## config.mk

```make
export PLATFORM = sky130hd
export DESIGN_NAME = encode_64b_67b
export DESIGN_NICKNAME = d
export VERILOG_FILES = /design/src/rtl/encode_64b_67b_pkg.sv /design/src/rtl/encode_64b_67b_disparity.sv /design/src/rtl/encode_64b_67b.sv
export SDC_FILE = /design/constraint.sdc
export NUM_CORES = 1
export LEC_CHECK = 0
export ABC_CLOCK_PERIOD_IN_PS = 7500
export CAP_MARGIN = 25
export CORE_MARGIN = 4
export CORE_UTILIZATION = 40
export CTS_BUF_LIST = sky130_fd_sc_hd__clkbuf_2 sky130_fd_sc_hd__clkbuf_4 sky130_fd_sc_hd__clkbuf_8
export CTS_CLUSTER_DIAMETER = 150
export DETAILED_ROUTE_END_ITERATION = 7
export PLACE_DENSITY = 0.62
export RECOVER_POWER = 100
export SYNTH_ARGS = -nofsm -noshare
export SYNTH_HDL_FRONTEND = slang
export SYNTH_SLANG_ARGS = --single-unit
```

## constraint.sdc

```tcl
create_clock -name USER_CLK -period 7.5 [get_ports USER_CLK]
set_input_delay 1.5 -clock USER_CLK [delete_from_list [all_inputs] [get_ports USER_CLK]]
set_output_delay 1.5 -clock USER_CLK [all_outputs]
set_load 0.02 [all_outputs]
```

## src/rtl/encode_64b_67b_pkg.sv

```systemverilog
// Shared widths, header codes and bit positions for the 64B/67B TX encoder.
// Latency: n/a (constants and helpers only).
// Backpressure: n/a.
package encode_64b_67b_pkg;

    localparam int BLOCK_W   = 67;
    localparam int PAYLOAD_W = 64;
    localparam int TXWORD_W  = 80;
    localparam int GB_W      = 160;
    localparam int RD_W      = 9;
    localparam int FILL_W    = 8;

    localparam logic [1:0] HDR_DATA = 2'b01;
    localparam logic [1:0] HDR_CTRL = 2'b10;

    localparam int INV_BIT = 66;
    localparam int HDR_HI  = 65;
    localparam int HDR_LO  = 64;

    // Only 01 and 10 are legal framing headers.
    function automatic logic hdr_is_valid(input logic [1:0] hdr);
        return (hdr == HDR_DATA) || (hdr == HDR_CTRL);
    endfunction

endpackage

```

## src/rtl/encode_64b_67b_disparity.sv

```systemverilog
// Chooses plain or inverted 67-bit block from running disparity; returns block and its disparity.
// Latency: purely combinational.
// Backpressure: none.
module disparity_64b_67b
    import encode_64b_67b_pkg::*;
(
    input  logic [PAYLOAD_W-1:0]   data_in,
    input  logic [1:0]             header_in,
    input  logic signed [RD_W-1:0] rd,
    input  logic                   passthrough,
    output logic [BLOCK_W-1:0]     block,
    output logic signed [RD_W-1:0] disp
);

    logic [6:0] ones_data;
    logic [6:0] ones_hdr;
    logic [6:0] ones_blk;
    logic       dp_neg;
    logic       invert;

    // Popcount the candidate block, decide inversion, and derive the chosen block's disparity.
    always_comb begin
        ones_data = '0;
        for (int i = 0; i < PAYLOAD_W; i++) begin
            ones_data = ones_data + {6'b0, data_in[i]};
        end
        ones_hdr = {6'b0, header_in[1]} + {6'b0, header_in[0]};
        // 2*pop - 67 is negative exactly when pop <= 33.
        dp_neg   = (ones_data + ones_hdr) <= 7'd33;
        invert   = !passthrough && (rd != '0) && (rd[RD_W-1] == dp_neg);
        ones_blk = invert ? (7'd1 + ones_hdr + (7'd64 - ones_data))
                          : (ones_hdr + ones_data);
        block    = invert ? {1'b1, header_in, ~data_in} : {1'b0, header_in, data_in};
        disp     = $signed({1'b0, ones_blk, 1'b0}) - 9'sd67;
    end

endmodule

```

## src/rtl/encode_64b_67b.sv

```systemverilog
// 64B/67B disparity encoder feeding a 160-bit gearbox that emits 80-bit words LSB-first.
// Latency: block bits appear on DATA_OUT at the first emit after they sit below bit 80; all outputs registered.
// Backpressure: none; input always accepted, output has bubbles when fewer than 80 bits are buffered.
module encode_64b_67b
    import encode_64b_67b_pkg::*;
(
    input  logic                  USER_CLK,
    input  logic                  SYSTEM_RESET_N,
    input  logic [PAYLOAD_W-1:0]  DATA_IN,
    input  logic [1:0]            HEADER_IN,
    input  logic                  DATA_VALID_IN,
    input  logic                  PASSTHROUGH,
    output logic [TXWORD_W-1:0]   DATA_OUT,
    output logic                  DATA_VALID_OUT,
    output logic                  HEADER_ERR
);

    localparam logic signed [RD_W:0]   SUM_MAX = 10'sd255;
    localparam logic signed [RD_W:0]   SUM_MIN = -10'sd256;
    localparam logic signed [RD_W-1:0] RD_MAX  = 9'sd255;
    localparam logic signed [RD_W-1:0] RD_MIN  = 9'b1_0000_0000;

    logic signed [RD_W-1:0] rd_q, rd_d;
    logic [FILL_W-1:0]      fill_q, fill_d;
    logic [GB_W-1:0]        buf_q, buf_d;
    logic [TXWORD_W-1:0]    data_out_q, data_out_d;
    logic                   data_valid_out_q, data_valid_out_d;
    logic                   header_err_q, header_err_d;

    logic [BLOCK_W-1:0]     block;
    logic signed [RD_W-1:0] disp;
    logic signed [RD_W:0]   rd_sum;
    logic signed [RD_W-1:0] rd_next;
    logic                   emit;
    logic [FILL_W-1:0]      base;
    logic [GB_W-1:0]        buf_shift;

    disparity_64b_67b u_disparity (
        .data_in     (DATA_IN),
        .header_in   (HEADER_IN),
        .rd          (rd_q),
        .passthrough (PASSTHROUGH),
        .block       (block),
        .disp        (disp)
    );

    // Next-state for running disparity, gearbox buffer/fill and the registered outputs.
    always_comb begin
        rd_sum = $signed({rd_q[RD_W-1], rd_q}) + $signed({disp[RD_W-1], disp});
        if (rd_sum > SUM_MAX) begin
            rd_next = RD_MAX;
        end else if (rd_sum < SUM_MIN) begin
            rd_next = RD_MIN;
        end else begin
            rd_next = rd_sum[RD_W-1:0];
        end
        rd_d = PASSTHROUGH ? '0 : (DATA_VALID_IN ? rd_next : rd_q);

        // Emit decision uses the pre-edge fill; the new block lands after the shift.
        emit      = fill_q >= 8'd80;
        base      = emit ? (fill_q - 8'd80) : fill_q;
        buf_shift = emit ? {{TXWORD_W{1'b0}}, buf_q[GB_W-1:TXWORD_W]} : buf_q;
        buf_d     = buf_shift;
        if (DATA_VALID_IN) begin
            buf_d = buf_shift | ({{(GB_W-BLOCK_W){1'b0}}, block} << base);
        end
        // base <= 79 and base + 67 <= 146 whenever a block is added, so no clamp is needed.
        fill_d = base + (DATA_VALID_IN ? 8'd67 : 8'd0);

        data_out_d       = emit ? buf_q[TXWORD_W-1:0] : data_out_q;
        data_valid_out_d = emit;
        header_err_d     = DATA_VALID_IN && !hdr_is_valid(HEADER_IN);
    end

    // State and output registers with asynchronous clear.
    always_ff @(posedge USER_CLK or negedge SYSTEM_RESET_N) begin
        if (!SYSTEM_RESET_N) begin
            rd_q             <= '0;
            fill_q           <= '0;
            buf_q            <= '0;
            data_out_q       <= '0;
            data_valid_out_q <= 1'b0;
            header_err_q     <= 1'b0;
        end else begin
            rd_q             <= rd_d;
            fill_q           <= fill_d;
            buf_q            <= buf_d;
            data_out_q       <= data_out_d;
            data_valid_out_q <= data_valid_out_d;
            header_err_q     <= header_err_d;
        end
    end

    assign DATA_OUT       = data_out_q;
    assign DATA_VALID_OUT = data_valid_out_q;
    assign HEADER_ERR     = header_err_q;

endmodule

```

After elaboration in Yosys (flattened, before gate mapping):

Index checks and enable logic that the tools add are counted.

* flip-flop bits (word level): 259
* bits in latches: 0
* RAM bits: 0
* memory bits (read-only): 0
* input bits: 70
* output and inout port bits: 82
* word-level logic and storage cells: 106
* memories kept: 0

* $add $sub $neg: 72
* multiply operators: 0
* divide/modulo/power cells: 0
* order comparisons: 4
* equality and inequality tests: 3
* shift-type cells: 1
* muxes and demuxes: 10
* bitwise logic cells: 2
* reduce and logical (&&, ||, !) cells: 8

Operator list (count)
* $add A7 B1 Y7: 62
* $mux W160: 2
* $or A160 B160 Y160: 1
* $shl A67 B8 Y160: 1
* $mux W67: 1
* $not A64 Y64: 1
* $mux W9: 4
* $add A7 B7 Y7: 2
* $mux W7: 2
* $add A9 B9 Y10: 1
* $gt A10 B9 Y1 const B: 1
* $lt A10 B9 Y1 const B: 1
* $reduce_bool A9 Y1: 1
* $sub A8 B7 Y9 const B: 1
* $add A8 B7 Y8: 1
* $ge A8 B7 Y1 const B: 1
* $mux W8: 1
* $sub A8 B7 Y8 const B: 1
* $add A1 B7 Y7 const A: 1
* $le A7 B6 Y1 const B: 1
* $sub A7 B7 Y7 const A: 1
* $add A1 B1 Y2: 2
* $logic_and A1 B1 Y1: 3
* $eq A2 B1 Y1 const B: 1
* 5 further kinds: 6

Logic depth before layout (Yosys ltp):

Gate-level depths: netlist of the first run.

* word-level depth: 75
* mapped depth: 43
* mapped depth without buffers: 39

Modules after synthesis:

From an unflattened synthesis of the first run, not the netlist that was laid out.

* cells, all modules: 2042
* area, all modules: 19543.7 um2

Modules (own cells, without submodules)
* encode_64b_67b: times used 1, cells each 1701, area each 16524.6 um2, seq. area each 6481.2 um2
* disparity_64b_67b: times used 1, cells each 341, area each 3019.1 um2, seq. area each 0.0 um2

Worst setup path after synthesis of the first run:

Ideal clock, no wire load.

* path type: input -> register
* start: input port DATA_IN[54]
* end: register rd_q[2]
* setup time: 126 ps
* arrival: 11174 ps
* data required time: 7374 ps
* path slack: -3801 ps
* stages: 39
* path buffers: 3
* cells stage by stage: fa_1 > inv_1 > fa_1 > inv_1 > fa_1 > inv_1 > fa_1 > inv_1 > fa_1 > inv_1 > fa_1 > fa_1 > fa_1 > fa_1 > fa_1 > inv_1 > fa_1 > o21ai_0 > [... 3 more ...] > nand2_8 > buf_6 > buf_6 > buf_6 > nor2_1 > a21oi_1 > ha_1 > inv_1 > ha_1 > o21ai_0 > nand2b_1 > a21o_1 > a21o_1 > a21o_1 > a21oi_1 > xor2_1 > a21oi_1 > a221o_1

* cells in the longest elaborated chain, start to end: 22
* elaborated cells on any way between the ends: 25
* those cells by class: 15 x add/sub; 3 x order compare; 1 x eq/ne; 5 x mux; 1 x reduce/logical

Ends and longest elaborated chain
* start, declared: RTL line encode_64b_67b.sv:9 `input logic [PAYLOAD_W-1:0] DATA_IN,`
* $add A7 B1 Y7 * (10 in series): RTL line encode_64b_67b_disparity.sv:25 `ones_data = ones_data + {6'b0, data_in[i]};`
* $add A7 B7 Y7: RTL line encode_64b_67b_disparity.sv:29, encode_64b_67b_disparity.sv:32
* $le A7 B6 Y1: RTL line encode_64b_67b_disparity.sv:29 `dp_neg = (ones_data + ones_hdr) <= 7'd33;`
* $eq A1 B1 Y1: RTL line encode_64b_67b_disparity.sv:30 `invert = !passthrough && (rd != '0) && (rd[RD_W-1] == dp_neg);`
* $logic_and A1 B1 Y1: RTL line encode_64b_67b_disparity.sv:30
* $mux W7 *: RTL line encode_64b_67b_disparity.sv:31 `ones_blk = invert ? (7'd1 + ones_hdr + (7'd64 - ones_data))`
* $sub A8 B7 Y9 *: RTL line encode_64b_67b_disparity.sv:34 `disp = $signed({1'b0, ones_blk, 1'b0}) - 9'sd67;`
* $add A9 B9 Y10 *: RTL line encode_64b_67b.sv:49 `rd_sum = $signed({rd_q[RD_W-1], rd_q}) + $signed({disp[RD_W-1], disp});`
* $lt A10 B9 Y1: RTL line encode_64b_67b.sv:52 `end else if (rd_sum < SUM_MIN) begin`
* $mux W9: RTL line encode_64b_67b.sv:52
* $mux W9 *: RTL line encode_64b_67b.sv:50 `if (rd_sum > SUM_MAX) begin`
* $mux W9 * (2 in series): RTL line encode_64b_67b.sv:57 `rd_d = PASSTHROUGH ? '0 : (DATA_VALID_IN ? rd_next : rd_q);`
* end signal, assigned: RTL line encode_64b_67b.sv:85 `rd_q <= rd_d;`
* end, declared: RTL line encode_64b_67b.sv:23 `logic signed [RD_W-1:0] rd_q, rd_d;`

Mark *: on every way between the ends. The rest lies on a longest branch, timed or not. The select of a mux whose other input is x is not followed.
A chain may end at the register's enable or synchronous reset.

Final worst setup path of the first run:

* start: input port DATA_IN[54]
* end: register rd_q[0]

Same word-level chain as after synthesis.

==> results of run 1 <==
[per-stage QoR]
stage / hold slack [ps] / area (um^2) / setup slack (ps) / TNS [ps] / std cells
global route: 478 / 28700 / -3060 / -468260 / 3414
detailed placement: 455 / 24600 / -3920 / -517320 / 3258
global placement: 449 / 24600 / -3750 / -507890 / 3256
CTS: 468 / 26200 / -2860 / -337140 / 3360
floorplan: 446 / 20500 / -3350 / -286450 / 2289
finish: 454 / 28700 / -2740 / -382330 / 3416
[cell type report]
cell class | count | area (um^2)
Clock buffer | 65 | 813
Antenna cell | 3 | 7.51
Multi-Input combinational cell | 1755 | 14900
Sequential cell | 259 | 6490
Tap cell | 664 | 831
Fill cell | 4355 | 20300
Inverter | 114 | 433
Timing Repair Buffer | 548 | 5160
Clock inverter | 8 | 118
[worst max-delay path: cells and delay by family]
family                     cells  cell delay (ps)
muxes                          1              350
adders and majority gates     13             5880
AOI/OAI and AO/OA             10             1500
xor gates and xnor gates       1              220
buffers and inverters         10              720
and+or+nand+nor                4              530
[cells by family after synthesis]
logic type      count (synthesis)
buf+inv                       275
compound gates                553
flops                         259
xor+xnor                      130
simple gates                  814
fa+ha+maj                      96
mux                           162
[routing by layer]
metal	routed length, um	vias up	global-route usage (%)
li1	-	8963	-
met1	33400	9937	39.4
met2	38600	951	48.0
met3	6370	253	4.45
met4	6030	0	16.7
met5	0	-	0
[worst min path at each step]
stage | depth (start not counted) | from | endpoint
after global routing | 2 | DATA_OUT[25] | DATA_OUT[25]
after CTS | 2 | DATA_OUT[19] | DATA_OUT[19]
after detailed placement | 2 | DATA_OUT[19] | DATA_OUT[19]
final | 2 | DATA_OUT[19] | DATA_OUT[19]
after floorplan | 2 | buf_q[56] | DATA_OUT[56]
after global placement | 2 | DATA_OUT[19] | DATA_OUT[19]
[timing repair]
item	4_1_cts	5_1_grt
endpoints found under the setup margin	169	169
resized for setup	132	435
cloned	5	4
setup buffers	24	58
pin swaps	48	134
hold buffers	0	0
[synth_stat cells, types with 12 or more instances]
master / n / area share (%)
sky130_fd_sc_hd__nor3_1: 18 / 0.45
sky130_fd_sc_hd__and2_1: 16 / 0.50
sky130_fd_sc_hd__mux2i_1: 98 / 4.9
sky130_fd_sc_hd__clkbuf_1: 112 / 2.1
sky130_fd_sc_hd__mux2_2: 12 / 0.68
sky130_fd_sc_hd__buf_1: 28 / 0.53
sky130_fd_sc_hd__a21o_1: 13 / 0.49
sky130_fd_sc_hd__a221oi_1: 20 / 0.88
sky130_fd_sc_hd__a21oi_1: 133 / 3.3
sky130_fd_sc_hd__fa_1: 58 / 5.8
sky130_fd_sc_hd__nand3_1: 27 / 0.68
sky130_fd_sc_hd__nor2_1: 245 / 4.6
sky130_fd_sc_hd__a211oi_1: 17 / 0.64
sky130_fd_sc_hd__xnor2_1: 119 / 5.2
sky130_fd_sc_hd__o21ai_0: 87 / 2.2
sky130_fd_sc_hd__a221o_1: 18 / 0.91
sky130_fd_sc_hd__a31oi_1: 17 / 0.53
sky130_fd_sc_hd__ha_1: 38 / 2.4
sky130_fd_sc_hd__mux4_2: 50 / 5.7
sky130_fd_sc_hd__a22o_1: 14 / 0.62
sky130_fd_sc_hd__dfrtp_1: 259 / 33
sky130_fd_sc_hd__inv_1: 112 / 2.1
sky130_fd_sc_hd__o221ai_1: 41 / 1.8
sky130_fd_sc_hd__o22ai_1: 54 / 1.7
sky130_fd_sc_hd__a22oi_1: 35 / 1.3
sky130_fd_sc_hd__nand2_1: 449 / 8.5
[sequential cells by signal, summed over array words and instances (netlist names)]
name	count
rd_q	9
HEADER_ERR	1
DATA_OUT	80
DATA_VALID_OUT	1
buf_q	160
fill_q	8
==> results list, run 1 <==
- The floorplan step set the die height to 231 um.
* Cell Area, Synth: 19900 um^2
* Most used cell, CP: sky130_fd_sc_hd__fa_1
- Netlist cell types: 99
* Number of clock buffers inserted by TritonCTS: 43
* F_max: 97.6 MHz
- Path depth of the worst reg2reg path: 10
- For this run, the number of Yosys warnings is 0.
- The initial antenna violation count is 2.
* Commonest cells after routing, fill and taps aside: 436 x sky130_fd_sc_hd__nand2_1, 276 x sky130_fd_sc_hd__buf_4, 255 x sky130_fd_sc_hd__dfrtp_1
- Max-cap violations in this run came to 5.
* Arithmetic-cell share of the synthesized area counting full adders, half adders and majority gates: 8.23%
- The first detailed-routing pass ran for 6 iterations.
* Complex-gate fraction of the synthesized area: 19.3%
- In this run the register-to-register setup slack is -980 ps.
- Average cell area after synthesis: 8.69 um^2
- Final wirelength: 84.3 mm
* Synth Area in XOR/XNOR: 5.84%
- The final critical path takes up 137% of the cycle.
- In this run the worst setup path begins at DATA_IN[54].
- Detailed routing inserted a total of 20100 vias.
- In the synthesized netlist the async set-or-reset flop fraction comes to 100%.
* Top flip-flop cell by instance count after synthesis: sky130_fd_sc_hd__dfrtp_1
* Final worst path period need: 10240 ps
- After synthesis, the largest family of logic cells by area is compound AO/OA/AOI/OAI gates.
- The region available for standard cell placement spans 49100 um^2.
* CP Data Arrival Time: between 10000 and 15000 ps
- Clock skew on the completed layout was measured at 30.4 ps.
- Setup repair after global routing could not meet its margin everywhere.
* Flops & latches, synth: 259
- Remaining routing DRC violations: 0
- The startpoint identified for the worst register-to-register timing path is fill_q[3].
* I/O pin count: 152
* Stage delay of the slowest cell on the critical path: 600 ps
- The min-delay analysis places its worst path in the category reg -> reg.
- The number of hold violations in the final report was 0.
- The die covers 53300 um^2.
- Type of destination of the critical path: register
* Startpoint Class: input port
* Routed Antenna Nets: 0
- The endpoint identified for the worst register-to-register timing path is buf_q[73].
- On the critical path, the stage with the largest delay is an instance of sky130_fd_sc_hd__fa_2.
* Number of nets in the finished design: 2887
- In the post-route analysis, the smallest setup slack over all paths is -2740 ps.
* Root buffer selected by CTS: sky130_fd_sc_hd__clkbuf_8
* Final weighted congestion in routability-driven placement: 0.983
* Most common cell after layout, fill and taps aside: sky130_fd_sc_hd__nand2_1
- Endpoint of the worst setup timing path: rd_q[0]
- By startpoint and endpoint, the worst setup path is classified as in -> reg.
- CTS H-tree depth: 2
- IO Port Bufs: 151
- Detail Placement HPWL: 61.0 mm
- TritonCTS built the clock tree.
* Via density: 5.89
- Rel. slew slack: -226%
- Cells fill 58.6% of the core in the end.
- Setup violations remaining at the end of the flow were counted as ~220.
- The longest clock path from root to sink contains 3 buffers.
- Number of enable-type register cells in the synthesized netlist: 0
- From synthesis to final layout, the design area changed by 44.5%.
* Run status: complete, but fails checks
* Highest net fanout along the worst path: 7
- Total global routing overflow: 0
- Clock Latency Late Sink: ~590 ps
- Initial DRC Count: 1919
* Initial Utilization: 40.5%
* Standard-cell rows: 81
* Total Routing Usage GR: 30.1%
- Final slew viol count: roughly 330
- The final reports fail on capacitance limit, slew limit, setup timing.
* Final routed wire length divided by cell count: approximately 25 um
* Vias in the first global route: 19500
- Proportion of synthesized chip area in sequential cells: 32.6%
- The clock drives roughly 260 sinks.
* Required time of the critical path: 7960 ps
- The first global-routing pass estimated around 120 mm of wire.
* Mux cell area share after synthesis: 11.5%
* Worst Max-Slew Pin Slew: 4890 ps
- Simple-gate share of the synthesized area: between 10% and 20%
- Total nets after synthesis: approximately 2500
- Die width: 231 um
* Post-Syn Instances: between 2000 and 2500
- Fraction of layout instances using a drive strength above 1: 33.6%
- Largest net degree at the start of global routing: 93
- Clock Pin Slew Worst Setup and Hold Paths: 60 ps
Power of run 1 is not shown: default switching activity piles up to over one toggle a cycle in this logic, so the estimate is an artifact.
==> inputs of run 2 (changes only) <==
- CORE_UTILIZATION: 40 -> 25
- PLACE_DENSITY: 0.62 -> 0.45
==> run 2 against run 1 <==
Compared with the run above:
- the flow still finishes with violations (capacitance limit, slew limit, setup timing)
- worst hold slack gained 5.7 ps
- setup slack gained 68 ps
- utilization shrank 22 points
- clock skew grew 12 ps
- critical path type unchanged
==> results list, run 2 (synthesis results as in run 1) <==
- The number of search-and-repair iterations in the first detailed-routing pass came to 7 (was 6).
* Required time of the critical path: 7970 ps (was 7960 ps)
- The maximum number of pins on one net before global-route repair is 175 (was 93).
- The shortest period the worst path allows came to 10180 ps (was 10240 ps).
- Area of the die: 84100 um^2 (was 53300 um^2)
- Startpoint of the worst hold path: DATA_OUT[46] (was DATA_OUT[19])
- The row count is 103 (was 81).
* IO Port Bufs: 151 (unchanged)
- Fraction of layout instances using a drive strength above 1: 32.2% (was 33.6%)
- Clock sinks: 259 (unchanged)
- P&R area growth vs syn: 44.7% (was 44.5%)
- The detailed-route DRC error count came to 0 (unchanged).
- Final Worst Setup Slack: -2680 ps (was -2740 ps)
- Core Box Area: 78900 um^2 (was 49100 um^2)
- Reg2reg setup slack: -590 ps (was -980 ps)
* Share of the cycle needed by the critical path after routing: 136% (was 137%)
- I/O pin count: 152 (unchanged)
* Launching point of the worst reg2reg path: fill_q[2] (was fill_q[3])
- The via count of the first global-routing pass was 20500 (was 19500).
- Buffer depth of the longest clock path: 3 (unchanged)
* Root buffer selected by CTS: sky130_fd_sc_hd__clkbuf_8 (unchanged)
* F_max: 98.3 MHz (was 97.6 MHz)
* Clock Pin Slew Worst Setup and Hold Paths: 60 ps (about the same)
- Total global routing overflow: 0 (unchanged)
* Type of destination of the critical path: register (unchanged)
- Skew final: 42.5 ps (was 30.4 ps)
- Number of nets in the finished design: 2906 (was 2887)
- Commonest cells after routing, fill and taps aside: 438 x sky130_fd_sc_hd__nand2_1, 321 x sky130_fd_sc_hd__buf_4, 255 x sky130_fd_sc_hd__dfrtp_1 (was 436 x sky130_fd_sc_hd__nand2_1, 276 x sky130_fd_sc_hd__buf_4, 255 x sky130_fd_sc_hd__dfrtp_1)
- Number of clock buffers inserted by TritonCTS: 46 (was 43)
* Final slew viol count: 506 (was 334)
* Run status: complete, but fails checks (unchanged)
* Max-cap check violation count: 6 (was 5)
* Fillers: 8185 (was 4355)
* Final routed wire length divided by cell count: 24.3 um (was 24.7 um)
- The cell repeated most along the worst path is sky130_fd_sc_hd__fa_1 (unchanged).
* Total Routing Usage GR: 21.3% (was 30.1%)
- The total half-perimeter wirelength after legalization and detailed placement is 69.4 mm (was 61.0 mm).
- The maximum level of the CTS H-tree came to 2 (unchanged).
- Number of stages on the worst hold path: 2 (unchanged)
* Placed Cells incl. Taps: 3670 (was 3258)
* Die width: 290 um (was 231 um)
* Initial antenna violation count: 1 (was 2)
- The total of endpoints with negative setup slack in the final report was 169 (was 223).
* Stage delay of the slowest cell on the critical path: 560 ps (was 600 ps)
* Violations in the final reports: capacitance limit, slew limit, setup timing (unchanged)
* Routed Antenna Nets: 0 (unchanged)
- The capture endpoint of the worst hold path is DATA_OUT[46] (was DATA_OUT[19]).
- The worst hold-check path type was reg -> reg (unchanged).
- RSZ-0062 raised after global routing: true (unchanged).
- The largest register by flop count is buf_q (unchanged).
- Rel. slew slack: -236% (was -226%)
* Most common cell after layout, fill and taps aside: sky130_fd_sc_hd__nand2_1 (unchanged)
- The global placer's final weighted congestion was 0.940 (was 0.983).
- Endpoint of the lowest-slack register-to-register path: buf_q[39] (was buf_q[73])
* Startpoint Class: input port (unchanged)
- The data arrival time at the worst-slack endpoint was 10640 ps (was 10700 ps).
* Clock Latency Late Sink: 610 ps (was 590 ps)
- The number of hold violations in the final report came to 0 (unchanged).
* Highest net fanout along the worst path: 6 (was 7)
- Flip-flop and latch area: 6490 um^2 (unchanged)
- Initial Utilization: 25.2% (was 40.5%)
* Post-Layout Cell Count: 3826 (was 3416)
* Worst Max-Slew Pin Slew: 5040 ps (was 4890 ps)
- CTS tree: done (unchanged)
* Global-route wire length before repair: 137 mm (was 123 mm)
- The number of flip-flops under the largest register name is 160 (unchanged).
* Via density: 5.19 (was 5.89)
- The depth of the worst register-to-register path came to 11 (was 10).
- Via Count: 19900 (was 20100)
* Combined area of the multi-input logic cells: 14400 um^2 (was 14900 um^2)
* Kind of critical path: in -> reg (unchanged)
- The detailed router's first-iteration violation count came to 1621 (was 1919).
- Cell with the largest stage delay on the worst path: sky130_fd_sc_hd__fa_2 (unchanged)
* Hold buffer count at cts: 0 (unchanged)
- The overall die height was 290 um (was 231 um).
- Final wirelength: 93.0 mm (was 84.3 mm)
run 2: cell types whose count changed in the layout (fill, tap and decap cells not counted), moves of 8 or more:
cell                       before  now
sky130_fd_sc_hd__buf_6         89   61
sky130_fd_sc_hd__clkbuf_2      17    9
sky130_fd_sc_hd__buf_2          1   10
sky130_fd_sc_hd__xnor2_4       28   16
sky130_fd_sc_hd__o21ai_2       23   13
sky130_fd_sc_hd__o22ai_1       28   36
sky130_fd_sc_hd__xnor2_1       62   77
sky130_fd_sc_hd__buf_4        276  321
run 2: worst max-delay path by stage:
| stage | from | endpoint | slack, ps | cells past startpoint |
|---|---|---|---|---|
| after floorplan | DATA_IN[54] | rd_q[3] | -3350 | 39 |
| after global placement | DATA_IN[42] | rd_q[3] | -3800 | 33 |
| after detailed placement | DATA_IN[42] | rd_q[3] | -3920 | 33 |
| after CTS | DATA_IN[48] | rd_q[6] | -2750 | 36 |
| after global routing | DATA_IN[48] | rd_q[6] | -2990 | 35 |
| final | DATA_IN[58] | rd_q[6] | -2680 | 39 |
run 2: what timing repair did:
| action | CTS | global route |
|---|---|---|
| setup endpoints to repair | 169 | 169 |
| cloned | 7 | 1 |
| pin swaps | 85 | 57 |
| resized for setup | 325 | 130 |
| buffers inserted | 46 | 24 |
run 2: final cells by class:
| cell class | count | share of cell area (%) |
|---|---|---|
| Sequential cell | 259 | 22.6 |
| Tap cell | 1050 | 4.57 |
| Antenna cell | 1 | 0.00870 |
| Clock inverter | 14 | 0.496 |
| Timing Repair Buffer | 564 | 17.9 |
| Multi-Input combinational cell | 1755 | 50.0 |
| Clock buffer | 69 | 3.04 |
| Inverter | 114 | 1.50 |
run 2: through the flow:
stage	area (um^2)	TNS [ps]	hold slack, ps	utilization [%]	setup slack [ps]
5_1_grt	28800	-377620	484	36.5	-2990
3_3_place_gp	25300	-522920	454	32.1	-3800
3_5_place_dp	25300	-533070	458	32.1	-3920
2_1_floorplan	20500	-286450	446	-	-3350
6_report	28800	-333690	460	36.5	-2680
4_1_cts	28100	-329080	474	35.7	-2750
run 2: worst max-delay path, delay by kind of cell:
family          cells  cell delay [ps]
compound gates      9             1790
fa+ha+maj          13             5710
xor+xnor            1              260
buf+inv            11              960
simple gates        5              420
run 2: layer usage:
| metal | wire length [um] | GRT usage [%] | vias up |
|---|---|---|---|
| li1 | - | - | 8979 |
| met1 | 40000 | 28.7 | 9969 |
| met2 | 42900 | 34.4 | 744 |
| met3 | 5430 | 2.60 | 181 |
| met4 | 4740 | 9.62 | 0 |
| met5 | 0 | 0 | - |
Power of run 2 is left out for the same reason.
